`config.mk`:
```
export PLATFORM = sky130hd
export DESIGN_NAME = button_mode_controller_flat
export DESIGN_NICKNAME = d
export VERILOG_FILES = /design/src/rtl/button_mode_controller_if.sv /design/src/rtl/button_mode_controller.sv /design/src/flat_wrapper.sv
export SDC_FILE = /design/constraint.sdc
export NUM_CORES = 1
export LEC_CHECK = 0
export ABC_AREA = 1
export CAP_MARGIN = 25
export CELL_PAD_IN_SITES_DETAIL_PLACEMENT = 0
export CELL_PAD_IN_SITES_GLOBAL_PLACEMENT = 1
export CORE_MARGIN = 10
export CORE_UTILIZATION = 30
export CTS_CLUSTER_DIAMETER = 200
export CTS_CLUSTER_SIZE = 12
export DETAILED_ROUTE_END_ITERATION = 10
export PLACE_DENSITY = 0.58
export SYNTH_ARGS = -nofsm -noshare
export SYNTH_HDL_FRONTEND = slang
export SYNTH_SLANG_ARGS = --single-unit
export TNS_END_PERCENT = 100
```
`constraint.sdc`:
```
create_clock -name clk -period 2.96 [get_ports clk]
set_input_delay 0.592 -clock clk [delete_from_list [all_inputs] [get_ports clk]]
set_output_delay 0.592 -clock clk [all_outputs]
set_load 0.005 [all_outputs]
```
`src/rtl/button_mode_controller_if.sv`:
```
// -----------------------------------------------------------------------------
// button_mode_controller_if
// Groups the button inputs and the mode/strobe outputs of the clock's button
// front end.
//   btn_mode   : raw asynchronous MODE button, active-high
//   btn_inc    : raw asynchronous INC button, active-high
//   mode       : 00 RUN, 01 SET_HR, 10 SET_MIN, 11 SET_SEC
//   run_en     : 1 while mode is RUN
//   inc_pulse  : one-cycle increment strobe for the field selected by mode
//   mode_pulse : one-cycle strobe on each accepted MODE press
// The master modport drives the buttons (board / testbench side).
// The slave modport is the controller side.
// -----------------------------------------------------------------------------
interface button_mode_controller_if;
    logic       btn_mode;
    logic       btn_inc;
    logic [1:0] mode;
    logic       run_en;
    logic       inc_pulse;
    logic       mode_pulse;

    modport master (
        output btn_mode, btn_inc,
        input  mode, run_en, inc_pulse, mode_pulse
    );

    modport slave (
        input  btn_mode, btn_inc,
        output mode, run_en, inc_pulse, mode_pulse
    );
endinterface

```
`src/rtl/button_mode_controller.sv`:
```
// -----------------------------------------------------------------------------
// button_mode_controller
//
// Purpose:
//   Front end for the clock's MODE and INC push-buttons.
//   Each button goes through the following stages:
//     - a two-flop synchroniser;
//     - a counter debouncer;
//     - a registered rising-edge detector.
//   The resulting press pulses drive the RUN/SET_HR/SET_MIN/SET_SEC state
//   machine and the gated increment strobe.
//
// Ports:
//   clk   : system clock, rising edge
//   rst_n : synchronous reset, active-low
//   bus   : button_mode_controller_if.slave
//           (btn_mode, btn_inc in; mode, run_en, inc_pulse, mode_pulse out)
//
// Configuration:
//   AUTO_REPEAT_EN
//     Defined   : holding INC in a SET state produces a first repeat strobe
//                 REPEAT_DELAY cycles after the press strobe, and then one
//                 strobe every REPEAT_PERIOD cycles.
//     Undefined : one strobe per debounced INC press; no repeat logic exists.
// -----------------------------------------------------------------------------
module button_mode_controller #(
    parameter int DEBOUNCE_CYCLES = 16,
    parameter int REPEAT_DELAY    = 50,
    parameter int REPEAT_PERIOD   = 10,
    parameter int CNT_W           = 16
) (
    input  logic                     clk,
    input  logic                     rst_n,
    button_mode_controller_if.slave  bus
);

    typedef enum logic [1:0] {
        RUN     = 2'b00,
        SET_HR  = 2'b01,
        SET_MIN = 2'b10,
        SET_SEC = 2'b11
    } mode_e;

    localparam logic [CNT_W-1:0] DB_LAST = CNT_W'(DEBOUNCE_CYCLES - 1);

    if (DEBOUNCE_CYCLES < 2 || REPEAT_DELAY < 1 || REPEAT_PERIOD < 1 || CNT_W < 2) begin : g_bad_params
        $error("button_mode_controller: illegal parameter combination");
    end

    // Bit 0 = MODE, bit 1 = INC
    logic [1:0] btn_raw;
    logic [1:0] press;

    assign btn_raw = {bus.btn_inc, bus.btn_mode};

`ifdef AUTO_REPEAT_EN
    logic inc_level;
`endif

    for (genvar gi = 0; gi < 2; gi++) begin : g_btn
        logic             sync1_q;
        logic             sync2_q;
        logic             level_q;
        logic             level_prev_q;
        logic             press_q;
        logic             seen_low_q;
        logic [CNT_W-1:0] cnt_q;
        logic             level_ref;

        // Until the button has been debounced low once since reset, treat it
        // as held. This way, a press that spans reset release is never
        // turned into a pulse.
        assign level_ref = level_q | ~seen_low_q;

        always_ff @(posedge clk) begin
            if (!rst_n) begin
                sync1_q      <= 1'b0;
                sync2_q      <= 1'b0;
                level_q      <= 1'b0;
                level_prev_q <= 1'b0;
                press_q      <= 1'b0;
                seen_low_q   <= 1'b0;
                cnt_q        <= '0;
            end else begin
                sync1_q      <= btn_raw[gi];
                sync2_q      <= sync1_q;
                level_prev_q <= level_q;
                press_q      <= level_q & ~level_prev_q;
                if (sync2_q == level_ref) begin
                    cnt_q <= '0;
                end else if (cnt_q == DB_LAST) begin
                    cnt_q <= '0;
                    if (seen_low_q) begin
                        level_q <= ~level_q;
                    end else begin
                        seen_low_q <= 1'b1;
                    end
                end else begin
                    cnt_q <= cnt_q + 1'b1;
                end
            end
        end

        assign press[gi] = press_q;

`ifdef AUTO_REPEAT_EN
        if (gi == 1) begin : g_inc_level
            assign inc_level = level_q;
        end
`endif
    end

    mode_e state_q;
    mode_e state_d;
    logic  run_en_q;
    logic  inc_pulse_q;
    logic  inc_pulse_d;
    logic  mode_pulse_c;

`ifdef AUTO_REPEAT_EN
    localparam logic [CNT_W-1:0] DELAY_LAST  = CNT_W'(REPEAT_DELAY - 1);
    localparam logic [CNT_W-1:0] PERIOD_LAST = CNT_W'(REPEAT_PERIOD - 1);

    logic             armed_q;
    logic             armed_d;
    logic             in_delay_q;
    logic             in_delay_d;
    logic [CNT_W-1:0] rep_cnt_q;
    logic [CNT_W-1:0] rep_cnt_d;
`endif

    always_ff @(posedge clk) begin
        if (!rst_n) begin
            state_q     <= RUN;
            run_en_q    <= 1'b1;
            inc_pulse_q <= 1'b0;
`ifdef AUTO_REPEAT_EN
            armed_q     <= 1'b0;
            in_delay_q  <= 1'b0;
            rep_cnt_q   <= '0;
`endif
        end else begin
            state_q     <= state_d;
            run_en_q    <= (state_d == RUN);
            inc_pulse_q <= inc_pulse_d;
`ifdef AUTO_REPEAT_EN
            armed_q     <= armed_d;
            in_delay_q  <= in_delay_d;
            rep_cnt_q   <= rep_cnt_d;
`endif
        end
    end

    // MODE has priority. A simultaneous INC press is dropped, and any
    // mode change disarms the repeat.
    always_comb begin
        state_d      = state_q;
        inc_pulse_d  = 1'b0;
        mode_pulse_c = 1'b0;
`ifdef AUTO_REPEAT_EN
        armed_d      = armed_q;
        in_delay_d   = in_delay_q;
        rep_cnt_d    = rep_cnt_q;
`endif
        if (press[0]) begin
            state_d      = mode_e'(state_q + 2'd1);
            mode_pulse_c = 1'b1;
`ifdef AUTO_REPEAT_EN
            armed_d      = 1'b0;
`endif
        end else if (press[1] && state_q != RUN) begin
            inc_pulse_d = 1'b1;
`ifdef AUTO_REPEAT_EN
            armed_d     = 1'b1;
            in_delay_d  = 1'b1;
            rep_cnt_d   = '0;
        end else if (armed_q && inc_level) begin
            // rep_cnt counts cycles since the last strobe.
            // The first gap is REPEAT_DELAY; later gaps are REPEAT_PERIOD.
            if (rep_cnt_q == (in_delay_q ? DELAY_LAST : PERIOD_LAST)) begin
                inc_pulse_d = 1'b1;
                in_delay_d  = 1'b0;
                rep_cnt_d   = '0;
            end else if (rep_cnt_q != '1) begin
                rep_cnt_d = rep_cnt_q + 1'b1;
            end
        end else begin
            armed_d = 1'b0;
`endif
        end
    end

    assign bus.mode       = state_q;
    assign bus.run_en     = run_en_q;
    assign bus.inc_pulse  = inc_pulse_q;
    assign bus.mode_pulse = mode_pulse_c;

endmodule

```
`src/flat_wrapper.sv`:
```
// flat-port wrapper written by rule: the top's interface ports become plain ports
module button_mode_controller_flat 
#(
    parameter int DEBOUNCE_CYCLES = 16,
    parameter int REPEAT_DELAY    = 50,
    parameter int REPEAT_PERIOD   = 10,
    parameter int CNT_W           = 16
)
  (clk, rst_n, bus_btn_mode, bus_btn_inc, bus_mode, bus_run_en, bus_inc_pulse, bus_mode_pulse);
  button_mode_controller_if bus_i ();
  input  logic clk;
  input  logic rst_n;
  input wire logic [$bits(bus_i.btn_mode)-1:0] bus_btn_mode;
  input wire logic [$bits(bus_i.btn_inc)-1:0] bus_btn_inc;
  output wire logic [$bits(bus_i.mode)-1:0] bus_mode;
  output wire logic [$bits(bus_i.run_en)-1:0] bus_run_en;
  output wire logic [$bits(bus_i.inc_pulse)-1:0] bus_inc_pulse;
  output wire logic [$bits(bus_i.mode_pulse)-1:0] bus_mode_pulse;
  assign bus_i.btn_mode = bus_btn_mode;
  assign bus_i.btn_inc = bus_btn_inc;
  assign bus_mode = bus_i.mode;
  assign bus_run_en = bus_i.run_en;
  assign bus_inc_pulse = bus_i.inc_pulse;
  assign bus_mode_pulse = bus_i.mode_pulse;
  button_mode_controller #(.DEBOUNCE_CYCLES(DEBOUNCE_CYCLES), .REPEAT_DELAY(REPEAT_DELAY), .REPEAT_PERIOD(REPEAT_PERIOD), .CNT_W(CNT_W)) u_core (.clk(clk), .rst_n(rst_n), .bus(bus_i));
endmodule
```
* After elaboration in Yosys (flattened, before gate mapping) *
Cells that the tools add are included.

word-level totals
  bits in registers = 48
  output and inout bits = 5
  input bits = 4

operators by class
  mux-type cells = 3
  reduce and logical (&&, ||, !) cells = 10
  eq/ne operators = 4
  bitwise gates (word level) = 13
  $add $sub $neg = 3

operators by type and width
  operator                                               count
  adder 16 x 1 -> 16 bit (second input constant)         2
  equality test 16 x 4 -> 1 bit (second input constant)  2
  inverter 1 bit                                         9
  AND reduction 3 bit                                    2
  OR reduction 3 bit                                     2
  AND reduction 2 bit                                    2
  adder 2 x 1 -> 2 bit (second input constant)           1
  AND 1 bit                                              2
  equality test 1 bit                                    2
  logical NOT 2 bit                                      1
  two-way mux 1 bit                                      2
  two-way mux 2 bit                                      1
  bitwise OR 1 bit                                       2
  nonzero test 2 bit                                     1
  OR reduction 2 bit                                     1
  logical AND 1 bit                                      1

* Longest topological paths before layout *
Gate-level depths: netlist of the first run.

  word-level depth = 5
  gate-level depth with buffers = 8

* Worst setup path after synthesis of the first run *
OpenSTA, ideal clock, no wires.

  path type = input -> register
  start = input port rst_n
  end = register u_core.g_btn[1].cnt_q[9]
  buffers on the path = 2
  library setup time = 0.070 ns
  slack = 1.628 ns
  cell stages on the path = 6
  arrival = 1.262 ns
  cell sequence = buf_2 nand2_1 nor2_1 nand2_2 buf_4 a21oi_1

on the way
  longest elaborated chain between the ends = 2

ends and longest elaborated chain
  item                          RTL line                      source
  start: declaration            flat_wrapper.sv:12            input logic rst_n;
  inverter 1 bit (no line)      -
  OR reduction 3 bit (no line)  -
  end signal: assignment        button_mode_controller.sv:99  cnt_q <= cnt_q + 1'b1;
  end: declaration              button_mode_controller.sv:67  logic [CNT_W-1:0] cnt_q;

No other way between the ends.
A chain may end at the register's enable or synchronous reset.

* Final worst setup path of the first run *
  start = input port rst_n
  end = register u_core.g_btn[0].cnt_q[13]

on the way
  longest elaborated chain between the ends = 2

ends and longest elaborated chain
  item                          RTL line
  inverter 1 bit (no line)      -
  OR reduction 3 bit (no line)  -
  end signal: assignment        button_mode_controller.sv:99
  end: declaration              button_mode_controller.sv:67

No other way between the ends.

==> flow_summary.yaml, run 1 <==
synthesis:
  yosysWarnings: 0
  syn_area_per_cell_um2: 7.41
  syn_inst: 296
  netlist-cell-type-count: 26
  synth_edf_count: 0
  synth_seq_cells: 48
  netlist_area_um2: 2190
  ys.flop_type: "dfxtp_1"
  yosysSeqAreaShare: 0.438
  synth_area_leaders: "dfxtp_1 (44%), nand2_1 (12%), nor2_1 (7.2%), inv_1 (6.0%), nor2_2 (4.8%)"
  synth.top_cell.area_share: 0.438
  synthArstFlopShare: 0
  syn_nets: 303
  synth_top_cell_by_area: "dfxtp_1"
finish:
  area_growth_pct: 13.1
  antennaDiodeCount: 0
  multi_input_area_um2: 1070
  drive_above_1_share: 0.117
  fill_cells: 806
  final_cells: 408
  nNetsFinal: 315
  register_area_um2: 961
clocking:
  postCtsHoldBufs: 0
  cts_tree: "yes"
  clock-sinks: 48
  clkLatencyLatePin_ns: 0.30
  cts-root-buf: "clkbuf_8"
  cts_resized: 0
  cts_buffers: 5
  clk_pin_slew_ns: 0.10
  cts.htree.levels: 2
  cts_setup_buffers: 0
  clock_path_buffers: 2
die:
  die_h_um: 106
  num_rows: 31
  initial_core_util: 0.306
  num_io_pins: 9
  fp.dieW_um: 106
  die-area_um2: 11100
  fp.coreArea_um2: 7180
hold_path:
  hp-class: "register to register"
pwr:
  power_density_nw_per_um2: 480
  p_leak_nw: 0.847
  ir_drop_uv: 211
place:
  gp_congestion: 0.736
  hpwl_mm: 3.08
  dp_cells: 400
  numPortBuffers: 8
flow_run:
  maxCapViolCount: 0
sta:
  tns_ns: 0
  relSlewSlack: 0.754
  hold_violations: 0
  maxSlewViolCount: 0
  setup_viol: 0
  clock_skew_ns: 0.00734
  min_period_ns: 1.89
  tightest_slew_ns: 0.368
  layout_worst_path_cycle_share: 0.637
  rsz0062_at_grt: "no"
  whs_ns: 0.388
  max_freq_mhz: 530
routing:
  drtIter0Drc: 59
  ant_nets: 0
  first_pass_iters: 4
  routed_wirelength_mm: 4.13
  routedWlPerCell_um: 10.1
  route.vias.total: 1692
  drc: 0
  viasPerCell: 4.15
outcome:
  status: "finished clean"
setup_path:
  cp.required_ns: 3.20
  slowest_stage: "clkdlybuf4s50_1"
  path_max_fanout: 16
  slowest_delay_ns: 0.69
  crit_type: "input pin to register"
  arrival_ns: 2.12
  path_cells: "clkdlybuf4s50_1, inv_1, a21oi_2, nand3_4, a21oi_1"
  critPathCaptureType: "register"
  critPathLaunchType: "input pin"
global_routing:
  grt_pass1_vias: 1699
  grt_start_max_net_pins: 17
  antenna_found_initial: 0
  grt_overflow: 0
  grt.total_usage: 0.0797
  grt_pass1_wl_mm: 7.51
-- worst paths after layout --
| kind | cells past startpoint | slack (ns) | endpoint | from |
|---|---|---|---|---|
| max | 5 | 1.07 | u_core.g_btn[0].cnt_q[13] | rst_n |
| min reg2reg | 1 | 0.39 | u_core.g_btn[1].press_q | u_core.g_btn[1].level_prev_q |
| min | 1 | 0.39 | u_core.g_btn[1].press_q | u_core.g_btn[1].level_prev_q |
| max reg2reg | 6 | 1.47 | u_core.g_btn[1].cnt_q[12] | u_core.g_btn[1].cnt_q[0] |
-- cells in the final DEF (no fill, tap or decap) --
| master | count |
|---|---|
| nand2_1 | 69 |
| nand3b_1 | 3 |
| nor3_1 | 2 |
| o21ai_1 | 1 |
| ha_1 | 3 |
| nand3_1 | 15 |
| a21oi_2 | 3 |
| inv_1 | 35 |
| dfxtp_1 | 48 |
| inv_6 | 1 |
| clkdlybuf4s50_1 | 8 |
| xor2_1 | 4 |
| nand2_2 | 3 |
| a21oi_1 | 19 |
| clkinvlp_4 | 1 |
| nor2_2 | 17 |
| clkbuf_8 | 5 |
| nor2_4 | 1 |
| or2_0 | 4 |
| nand3_4 | 1 |
| nand3_2 | 2 |
| nand4_1 | 9 |
| or2_2 | 1 |
| bufinv_16 | 1 |
| o21bai_1 | 1 |
| nor2_1 | 42 |
| xnor2_1 | 7 |
| o21ai_0 | 3 |
-- layer usage --
layer / global-route usage / routed length [um] / vias to the layer above
met1: 0.0960 / 2140 / 722
met5: 0 / 0 / -
met3: 0.0213 / 106 / 9
met2: 0.132 / 1820 / 9
li1: - / - / 952
met4: 0.0319 / 65 / 0
-- through the flow --
stage | cell area, um2 | total power, mW | util | setup WS [ns]
after floorplan | 2190 | 0.710 | - | 1.63
after global placement | 2360 | 0.716 | 0.330 | 0.734
after detailed placement | 2360 | 0.716 | 0.330 | 0.696
after CTS | 2480 | 1.22 | 0.346 | 1.02
after global routing | 2480 | 1.25 | 0.346 | 0.913
final | 2480 | 1.19 | 0.346 | 1.07
-- power by group --
part           internal, mW  leakage, nW  switching [mW]
clock                 0.255       0.0548           0.236
sequential            0.655        0.388         0.00652
combinational        0.0145        0.404          0.0242
-- sequential cells by signal, indices dropped and copies added (netlist names) --
name                       count
u_core.g_btn.sync2_q           2
u_core.bus.inc_pulse           1
u_core.g_btn.seen_low_q        2
u_core.g_btn.level_prev_q      2
u_core.g_btn.sync1_q           2
u_core.g_btn.level_q           2
u_core.bus.mode                2
u_core.g_btn.press_q           2
u_core.bus.run_en              1
u_core.g_btn.cnt_q            32
-- critical path: cells and delay by family --
kind,cells,cell delay (ns)
buffers and inverters,2,0.89
AO/OA/AOI/OAI,2,0.38
AND/OR/NAND/NOR,1,0.25
-- area by class of cell --
class                           instances  area share
Timing Repair Buffer                    8      0.0323
Multi-Input combinational cell        210       0.431
Clock inverter                          3      0.0187
Clock buffer                            5      0.0277
Tap cell                               99      0.0499
Inverter                               35      0.0530
Sequential cell                        48       0.387
-- cell usage after synthesis (4+ instances only) --
cell type and number:
nand2_1 69, dfxtp_1 48, nor2_1 42, inv_1 35, a21oi_1 19, nor2_2 17, nand3_1 15, nand4_1 9
xnor2_1 7, or2_0 4, xor2_1 4
-- logic make-up (layout without fill, tap and decap cells) --
group / Yosys count / in the layout / share of synthesized area
compound gates: 27 / 27 / 0.0679
xor+xnor: 11 / 11 / 0.0439
fa+ha+maj: 3 / 3 / 0.0171
buf+inv: 38 / 51 / 0.0747
flops: 48 / 48 / 0.438
simple gates: 169 / 169 / 0.358
No activity file was read; power rests on OpenSTA's default activity.
==> run 2: changes to the inputs <==
- clock period: 2.96 -> 1.79 ns (I/O delays scaled with it)
==> flow_summary.yaml, run 2 (synthesis results as in run 1) <==
setup_path:
  crit_buf_inv: 1
  cp.required_ns: 1.43
  r2r-end: "u_core.g_btn[0].cnt_q[8]"
  critPathCaptureType: "output pin"
  slowest_stage: "clkdlybuf4s50_1"
  cp-startpoint: "u_core.g_btn[0].press_q"
  rrSetupSlack_ns: 0.33
  critPathLaunchType: "register"
  path_max_fanout: 5
  path_depth: 1
  path_cells: "clkdlybuf4s50_1"
  rr_worst_depth: 6
  rr_startpoint: "u_core.g_btn[0].cnt_q[0]"
  critPathTopFamily: "buffers and inverters"
  endpoint: "bus_mode_pulse"
  arrival_ns: 1.26
  crit_type: "register to output pin"
  slowest_delay_ns: 0.53
routing:
  first_pass_iters: 4
  routedWlPerCell_um: 10.2
  drc: 0
  routedLengthMet1_mm: 2.09
  drtIter0Drc: 68
  routed_wirelength_mm: 4.19
  route.vias.total: 1705
  ant_nets: 0
  wl_met2_mm: 1.95
  topRoutingLayerUsed: "met4"
  viasPerCell: 4.15
  met3_length_um: 101
sta:
  rsz0062_at_grt: "no"
  max_freq_mhz: 620
  layout_worst_path_cycle_share: 0.901
  maxSlewViolCount: 0
  tns_ns: 0
  relSlewSlack: 0.771
  min_period_ns: 1.61
  tightest_slew_ns: 0.343
  clock_skew_ns: 0.00419
  hold_violations: 0
  setup_viol: 0
  fin_ws_ns: 0.176
outcome:
  status: "finished clean"
finish:
  final_cells: 411
  antennaDiodeCount: 0
  area_growth_pct: 14.1
  nNetsFinal: 318
  final_common_cell: "nand2_1"
  drive_above_1_share: 0.125
  regMostFlops: "u_core.g_btn.cnt_q"
  largest_register_ff_count: 32
  layout_common_cells: "nand2_1 (69), dfxtp_1 (48), nor2_1 (42)"
clocking:
  cts_setup_buffers: 0
  clk_pin_slew_ns: 0.09
  cts.htree.levels: 2
  postCtsHoldBufs: 0
  cts_resized: 0
  cts-root-buf: "clkbuf_8"
  cts_tree: "yes"
  clock_path_buffers: 2
  clkLatencyLatePin_ns: 0.30
  clock-sinks: 48
  cts_buffers: 5
die:
  fp.coreArea_um2: 7180
  num_rows: 31
  initial_core_util: 0.306
  die_h_um: 106
  num_io_pins: 9
  die-area_um2: 11100
  fp.dieW_um: 106
global_routing:
  grt_start_max_net_pins: 17
  grt.total_usage: 0.0801
  grt_pass1_wl_mm: 7.51
  grt_overflow: 0
  grt_pass1_vias: 1648
  antenna_found_initial: 0
place:
  dp_slack_ns: 0.109
  gp_congestion: 0.728
  hpwl_mm: 3.20
  dp_cells: 403
  numPortBuffers: 8
pwr:
  ir_drop_uv: 415
  power_density_nw_per_um2: 788
  p_leak_nw: 0.862
flow_run:
  maxCapViolCount: 0
hold_path:
  hp-class: "register to register"
run 2: cell count changes in the layout (fill, tap and decap cells not counted), sizes merged:
cell	previous run	this run
buf	0	3
run 2: layout make-up:
| class | instances | area, um2 |
|---|---|---|
| timing repair buffer | 11 | 103 |
| tap | 99 | 124 |
| clock inverter | 3 | 46.3 |
| sequential | 48 | 961 |
| inverter | 35 | 131 |
| clock buffer | 5 | 68.8 |
| multi-input combinational | 210 | 1070 |
| fill | 785 | 4670 |
run 2: how the worst min path moves through the flow:
stage / to / slack (ns) / startpoint / cells after the start
2_1_floorplan: u_core.g_btn[0].press_q / 0.37 / u_core.g_btn[0].level_prev_q / 1
3_3_place_gp: u_core.g_btn[1].press_q / 0.37 / u_core.g_btn[1].level_prev_q / 1
3_5_place_dp: u_core.g_btn[0].press_q / 0.37 / u_core.g_btn[0].level_prev_q / 1
4_1_cts: u_core.g_btn[0].press_q / 0.39 / u_core.g_btn[0].level_prev_q / 1
5_1_grt: u_core.g_btn[1].press_q / 0.42 / u_core.g_btn[1].level_prev_q / 1
6_report: u_core.g_btn[1].press_q / 0.38 / u_core.g_btn[1].level_prev_q / 1
run 2: stage by stage:
stage | total power, mW | hold WS, ns | area, um2 | util
2_1_floorplan | 1.17 | 0.368 | 2190 | -
3_3_place_gp | 1.19 | 0.371 | 2390 | 0.333
3_5_place_dp | 1.19 | 0.371 | 2390 | 0.333
4_1_cts | 2.01 | 0.388 | 2500 | 0.349
5_1_grt | 2.06 | 0.418 | 2500 | 0.349
6_report | 1.97 | 0.385 | 2500 | 0.349
run 2: power by group:
| part | internal, mW | total (mW) | leakage, nW | switching (mW) |
|---|---|---|---|---|
| combinational | 0.0282 | 0.0700 | 0.418 | 0.0418 |
| clock | 0.421 | 0.810 | 0.0548 | 0.389 |
| sequential | 1.08 | 1.09 | 0.388 | 0.0104 |
run 2: routing by layer:
metal  up-vias  global-route usage
met5         -                   0
met4         0              0.0232
met3         5              0.0244
met2        10               0.131
met1       732              0.0993
li1        958                   -
==> run 3: changes to the inputs <==
- CAP_MARGIN: 25 -> unset
==> results of run 3 <==
The final DEF is identical to that of run 2; final timing and power are the same.
==> edit 1 (flow settings as in run 2) <==
Build with the macro `AUTO_REPEAT_EN` defined.
--- a/src/rtl/button_mode_controller.sv
+++ b/src/rtl/button_mode_controller.sv
@@ -23,6 +23,8 @@
 //                 strobe every REPEAT_PERIOD cycles.
 //     Undefined : one strobe per debounced INC press; no repeat logic exists.
 // -----------------------------------------------------------------------------
+`define AUTO_REPEAT_EN
+
 module button_mode_controller #(
     parameter int DEBOUNCE_CYCLES = 16,
     parameter int REPEAT_DELAY    = 50,
Behaviour: no difference found for any inputs over 10 cycles, from zero or initial values and one cycle with rst_n low; that may be too few to reach the edited logic, so the function may still have changed.
==> edit 1 against run 2 <==
Hold slack lost 0.0079 ns; non-clock buffer count rose by 13; cell area up 61%; sequential cell count rose by 18; clock skew up 0.0048 ns; wire length increased by 91%; area after synthesis increased by 54%; largest cell class unchanged; setup slack got worse by 0.027 ns; synthesized cell count grew 69%; combinational power rose by 0.7%; total power increased by 69%; first-iteration DRC count rose by 130%.
==> edit 1: results (changes against run 2) <==
first-pass GRT wire length=13300 um (+78%); worst-path fanout max=7 (+2); largest net degree at the start of global routing=17 (unchanged); Synth Area per Inst=6.77 um^2 (-8.6%); Syn. warnings=0 (unchanged); Seq/Total Area, Yosys=39.0% (-4.8 points); routed vias/inst=4.52 (+9.0%); Pleak=1.54 nW (+79%); number of port buffers=8 (unchanged); worst min path class=reg -> reg; DR pass1 iterations=4 (unchanged); Worst-Skew Late Latency=0.33 ns (+0.03 ns); layout cells sized above 1=10.9% (-1.6 points); number of max-cap violations=0 (unchanged); Setup WS pre-CTS=-0.00821 ns (-0.117 ns); ant diodes=0 (unchanged); crit path DAT=1.28 ns (+0.02 ns); Final Skew=0.00896 ns (+0.00477 ns); number of fill cells in the layout=1210 (+54%); crit-path max cell delay=0.53 ns (about the same); ys async rst share=0% (unchanged); # placed instances=654 (+62%); relative slew slack=68.1% (-9.0 points); Post-DP Area=0.00368 mm^2 (+54%); dpl hpwl=5990 um (+87%); Routed WL=8000 um (+91%); Top FF cell, synth=dfxtp_1; H-tree depth=3 (+1); syn nets=509 (+68%); antenna violations before repair=0 (unchanged); GRT Total Usage=10.2% (+2.2 points); initial DRC count=155 (+130%); Largest regs=u_core.g_btn.cnt_q: 32 flops, u_core.rep_cnt_q: 16 flops; Crit path max-delay family=buffers and inverters; worst reg-to-reg path cell count=10 (+4); number of buffers created by CTS=9 (+4); top post-synthesis cells by area=dfxtp_1, nand2_1, nor2_1, inv_1, a21oi_1; clock-pin transition on the worst setup and hold timing paths=0.06 ns (-0.03 ns); Nets=535 (+68%); hold path cells=1 (unchanged); slowest CP cell=clkdlybuf4s50_1; synth unique cells=32 (+23%); vias in the first global route=2765 (+68%); Max VDD drop=0.555 mV (+34%); Final Wtd Congestion=0.800 (+9.9%); Synth top cells by count=nand2_1, nor2_1, inv_1, dfxtp_1, a21oi_1; WL per Instance=11.9 um (+17%); outcome=completed; CTS max path bufs=2 (unchanged); Clk Tree Root Cell=clkbuf_16
## edit 1: cell families (layout without fill, tap and decap cells)
group	Yosys count	in the layout	share of synthesized area (%)
AOI/OAI and AO/OA	44	44	6.87
xor gates and xnor gates	11	11	2.85
adders and majority gates	5	5	1.85
buffers and inverters	88	119	10.9
DFF	66	66	39.0
and+or+nand+nor	286	286	38.5
## edit 1: worst register-to-register path, cell delays in order (launching register included)
cell     delay [ns]
dfxtp_2        0.34
inv_1          0.04
ha_1           0.22
nor2_4         0.15
a21oi_1        0.09
nor2_4         0.19
nand2_8        0.13
inv_8          0.14
nor2_1         0.05
nor2_1         0.08
nor2_1         0.05
## edit 1: stage by stage
stage	TNS [ns]	hold WS, ns
floorplan	0	0.368
global placement	-0.0553	0.374
detailed placement	-0.00821	0.376
CTS	0	0.380
global route	-0.0282	0.394
finish	0	0.377
## edit 1: final timing paths
| path | start | endpoint | slack [ns] |
|---|---|---|---|
| min | u_core.g_btn[0].level_prev_q | u_core.g_btn[0].press_q | 0.38 |
| max reg2reg | u_core.bus.mode[0] | u_core.rep_cnt_q[12] | 0.17 |
| min reg2reg | u_core.g_btn[0].level_prev_q | u_core.g_btn[0].press_q | 0.38 |
| max | u_core.g_btn[0].press_q | bus_mode_pulse | 0.15 |
## edit 1: final cells by class
type | count | area (um^2) | share of cell area (%)
timing repair buffer | 24 | 200 | 4.96
clock inverter | 2 | 35.0 | 0.869
multi-input combinational | 346 | 1730 | 42.9
sequential | 66 | 1320 | 32.8
inverter | 79 | 304 | 7.54
tap | 140 | 175 | 4.34
clock buffer | 14 | 264 | 6.55
## edit 1: what timing repair did
item	in CTS	in global routing
setup buffers	0	1
setup endpoints to repair	3	37
pin swaps	0	1
gates resized for setup	3	7
gates cloned	0	0
## edit 1: per-layer routing
layer | vias to the layer above | share of wire [%] | wire [um] | track usage, %
met1 | 1346 | 51 | 4090 | 13.7
met3 | 11 | 4.9 | 389 | 3.19
li1 | 1637 | - | - | -
met5 | - | 0 | 0 | 0
met2 | 40 | 42 | 3390 | 14.7
met4 | 0 | 1.6 | 127 | 4.42
## edit 1: report_power, final
group | internal, W | total, W | switching (W)
clock network | 0.00115 | 0.00177 | 0.000621
logic | 0.0000250 | 0.0000705 | 0.0000455
registers | 0.00149 | 0.00149 | 0.00000923
==> edit 2 (flow settings as in run 2) <==
Without the edit above. Reset style: asynchronous (`rst_n`), changed in 2 clocked blocks. Comments in the files are not updated.
--- a/src/rtl/button_mode_controller.sv
+++ b/src/rtl/button_mode_controller.sv
@@ -72,7 +72,7 @@
         // turned into a pulse.
         assign level_ref = level_q | ~seen_low_q;
 
-        always_ff @(posedge clk) begin
+        always_ff @(posedge clk or negedge rst_n) begin
             if (!rst_n) begin
                 sync1_q      <= 1'b0;
                 sync2_q      <= 1'b0;
@@ -129,7 +129,7 @@
     logic [CNT_W-1:0] rep_cnt_d;
 `endif
 
-    always_ff @(posedge clk) begin
+    always_ff @(posedge clk or negedge rst_n) begin
         if (!rst_n) begin
             state_q     <= RUN;
             run_en_q    <= 1'b1;
Behaviour: no difference found for any inputs over 10 cycles, from zero or initial values and one cycle with rst_n low; that may be too few to reach the edited logic, so the function may still have changed.
==> edit 2 against run 2 <==
The flow now finishes with violations (negative hold slack); cell area rose by 7.4%; hold slack got worse by 0.39 ns; area after synthesis increased by 8.0%; synthesized cell count increased by 3.0%; die area is 6.5% higher; sequential cell count stayed put; setup slack lost 0.050 ns; wire length is 20% higher; sequential share of layout area rose by 6.4 points; clock skew up 0.0086 ns; total power increased by 0.98%; largest power group unchanged.
==> edit 2: results (changes against run 2) <==
outcome=complete, but fails checks; failing checks=negative hold slack; max FFs per register=32 (unchanged); Final Hold Viols=11 (+11); via count=1845 (+8.2%); crit path DAT=1.31 ns (+0.05 ns); clock-pin transition on the worst setup and hold timing paths=0.09 ns (about the same); top post-synthesis cells by area=dfrtp_1, nand2_1, nor2_1, inv_1, nand3_1; GRT Total Usage=9.36% (+1.3 points); number of buffers created by CTS=5 (unchanged); Seq/Total Area, Yosys=50.8% (+7.0 points); worst-path fanout max=1 (-4); Clk Tree Root Cell=clkbuf_8; Post-synth EDFFs=0 (unchanged); ys async rst share=100% (+100 points); hold slack=-0.00838 ns (-0.393 ns); Syn. warnings=0 (unchanged); dpl hpwl=3830 um (+20%); Synth top cells by count=nand2_1, nor2_1, dfrtp_1, inv_1, nand3_1; worst min path class=in -> async; vias in the first global route=1869 (+13%); syn nets=312 (+3.0%); number of port buffers=8 (unchanged); slowest CP cell=dfstp_2; Final Wtd Congestion=0.812 (+11%); Max VDD drop=0.512 mV (+23%); Post-CTS Setup Inserts=0 (unchanged); Post-DP Area=0.00257 mm^2 (+7.7%); H-tree depth=2 (unchanged); Nets=326 (+2.5%); Worst-Skew Late Latency=0.30 ns (about the same); measured slew at the worst slew-check pin=0.458 ns (+0.116 ns); CTS max path bufs=2 (unchanged); Final Skew=0.0128 ns (+0.00857 ns); Crit path max-delay family=flip-flops; largest register by flop count=u_core.g_btn.cnt_q; DR pass1 iterations=4 (unchanged); number of fill cells in the layout=847 (+7.9%); first-pass GRT wire length=8910 um (+19%); synth unique cells=24 (-7.7%); ant diodes=0 (unchanged); largest net degree at the start of global routing=21 (+4); initial DRC count=69 (+1.5%); CTS resizes=0 (unchanged); Pleak=1.12 nW (+30%); WL per Instance=11.9 um (+17%); layout cells sized above 1=7.50% (-5.0 points); crit-path max cell delay=0.52 ns; antenna violations before repair=0 (unchanged)
==> edit 2: report_power, final <==
part	switching (W)	internal [W]	total [W]	leakage, nW
clock network	0.000385	0.000421	0.000806	0.0548
logic	0.0000503	0.0000218	0.0000721	0.412
registers	0.0000149	0.00110	0.00111	0.653
==> edit 2: path summary, 6_finish.rpt <==
path,end,slack (ns),cells after the start,startpoint
setup / recovery,bus_run_en,0.13,1,u_core.bus.run_en
hold / removal,u_core.g_btn[0].cnt_q[11],-0.008,1,rst_n
setup reg to reg,u_core.g_btn[1].cnt_q[14],0.31,6,u_core.g_btn[1].cnt_q[0]
hold reg to reg,u_core.g_btn[0].sync2_q,0.37,0,u_core.g_btn[0].sync1_q
max in group asynchronous,u_core.g_btn[0].level_q,1.20,2,rst_n
min in group clk,u_core.g_btn[0].sync2_q,0.37,0,u_core.g_btn[0].sync1_q
==> edit 2: cells by family (layout without fill, tap and decap cells) <==
| family | Yosys count | in the layout | synth area share (%) |
|---|---|---|---|
| XOR/XNOR | 11 | 11 | 4.07 |
| buffers and inverters | 32 | 47 | 5.23 |
| adder cells (fa/ha/maj) | 3 | 3 | 1.58 |
| flip-flops | 48 | 48 | 50.8 |
| AO/OA/AOI/OAI | 18 | 18 | 4.44 |
| AND/OR/NAND/NOR | 193 | 193 | 33.9 |
==> edit 2: area by class of cell <==
| cell class | instances | area, um^2 | area share, % |
|---|---|---|---|
| flip-flops and latches | 48 | 1200 | 44.8 |
| multi-input cells | 225 | 1040 | 38.8 |
| well taps | 102 | 128 | 4.75 |
| inverters | 29 | 109 | 4.05 |
| repair buffers | 10 | 90.1 | 3.35 |
| clock buffers | 5 | 68.8 | 2.56 |
| clock inverters | 3 | 46.3 | 1.72 |
==> edit 2: metal layers <==
metal / up-vias / share of wire [%] / global-route usage [%]
li1: 976 / - / -
met5: - / 0 / 0
met1: 838 / 48 / 11.6
met3: 9 / 3.7 / 2.18
met4: 0 / 2.0 / 3.20
met2: 22 / 46 / 15.6
==> edit 2: stage by stage <==
stage	util, %	instances	worst slack (ns)	power, W	hold WS (ns)
after global routing	34.9	422	0.0694	0.00209	0.0134
after global placement	33.4	414	0.357	0.00121	0.333
after floorplan	-	305	0.516	0.00117	0.0624
after detailed placement	33.4	414	0.339	0.00121	0.342
final	34.9	422	0.127	0.00199	-0.00838
after CTS	34.9	422	0.0982	0.00204	0.00720
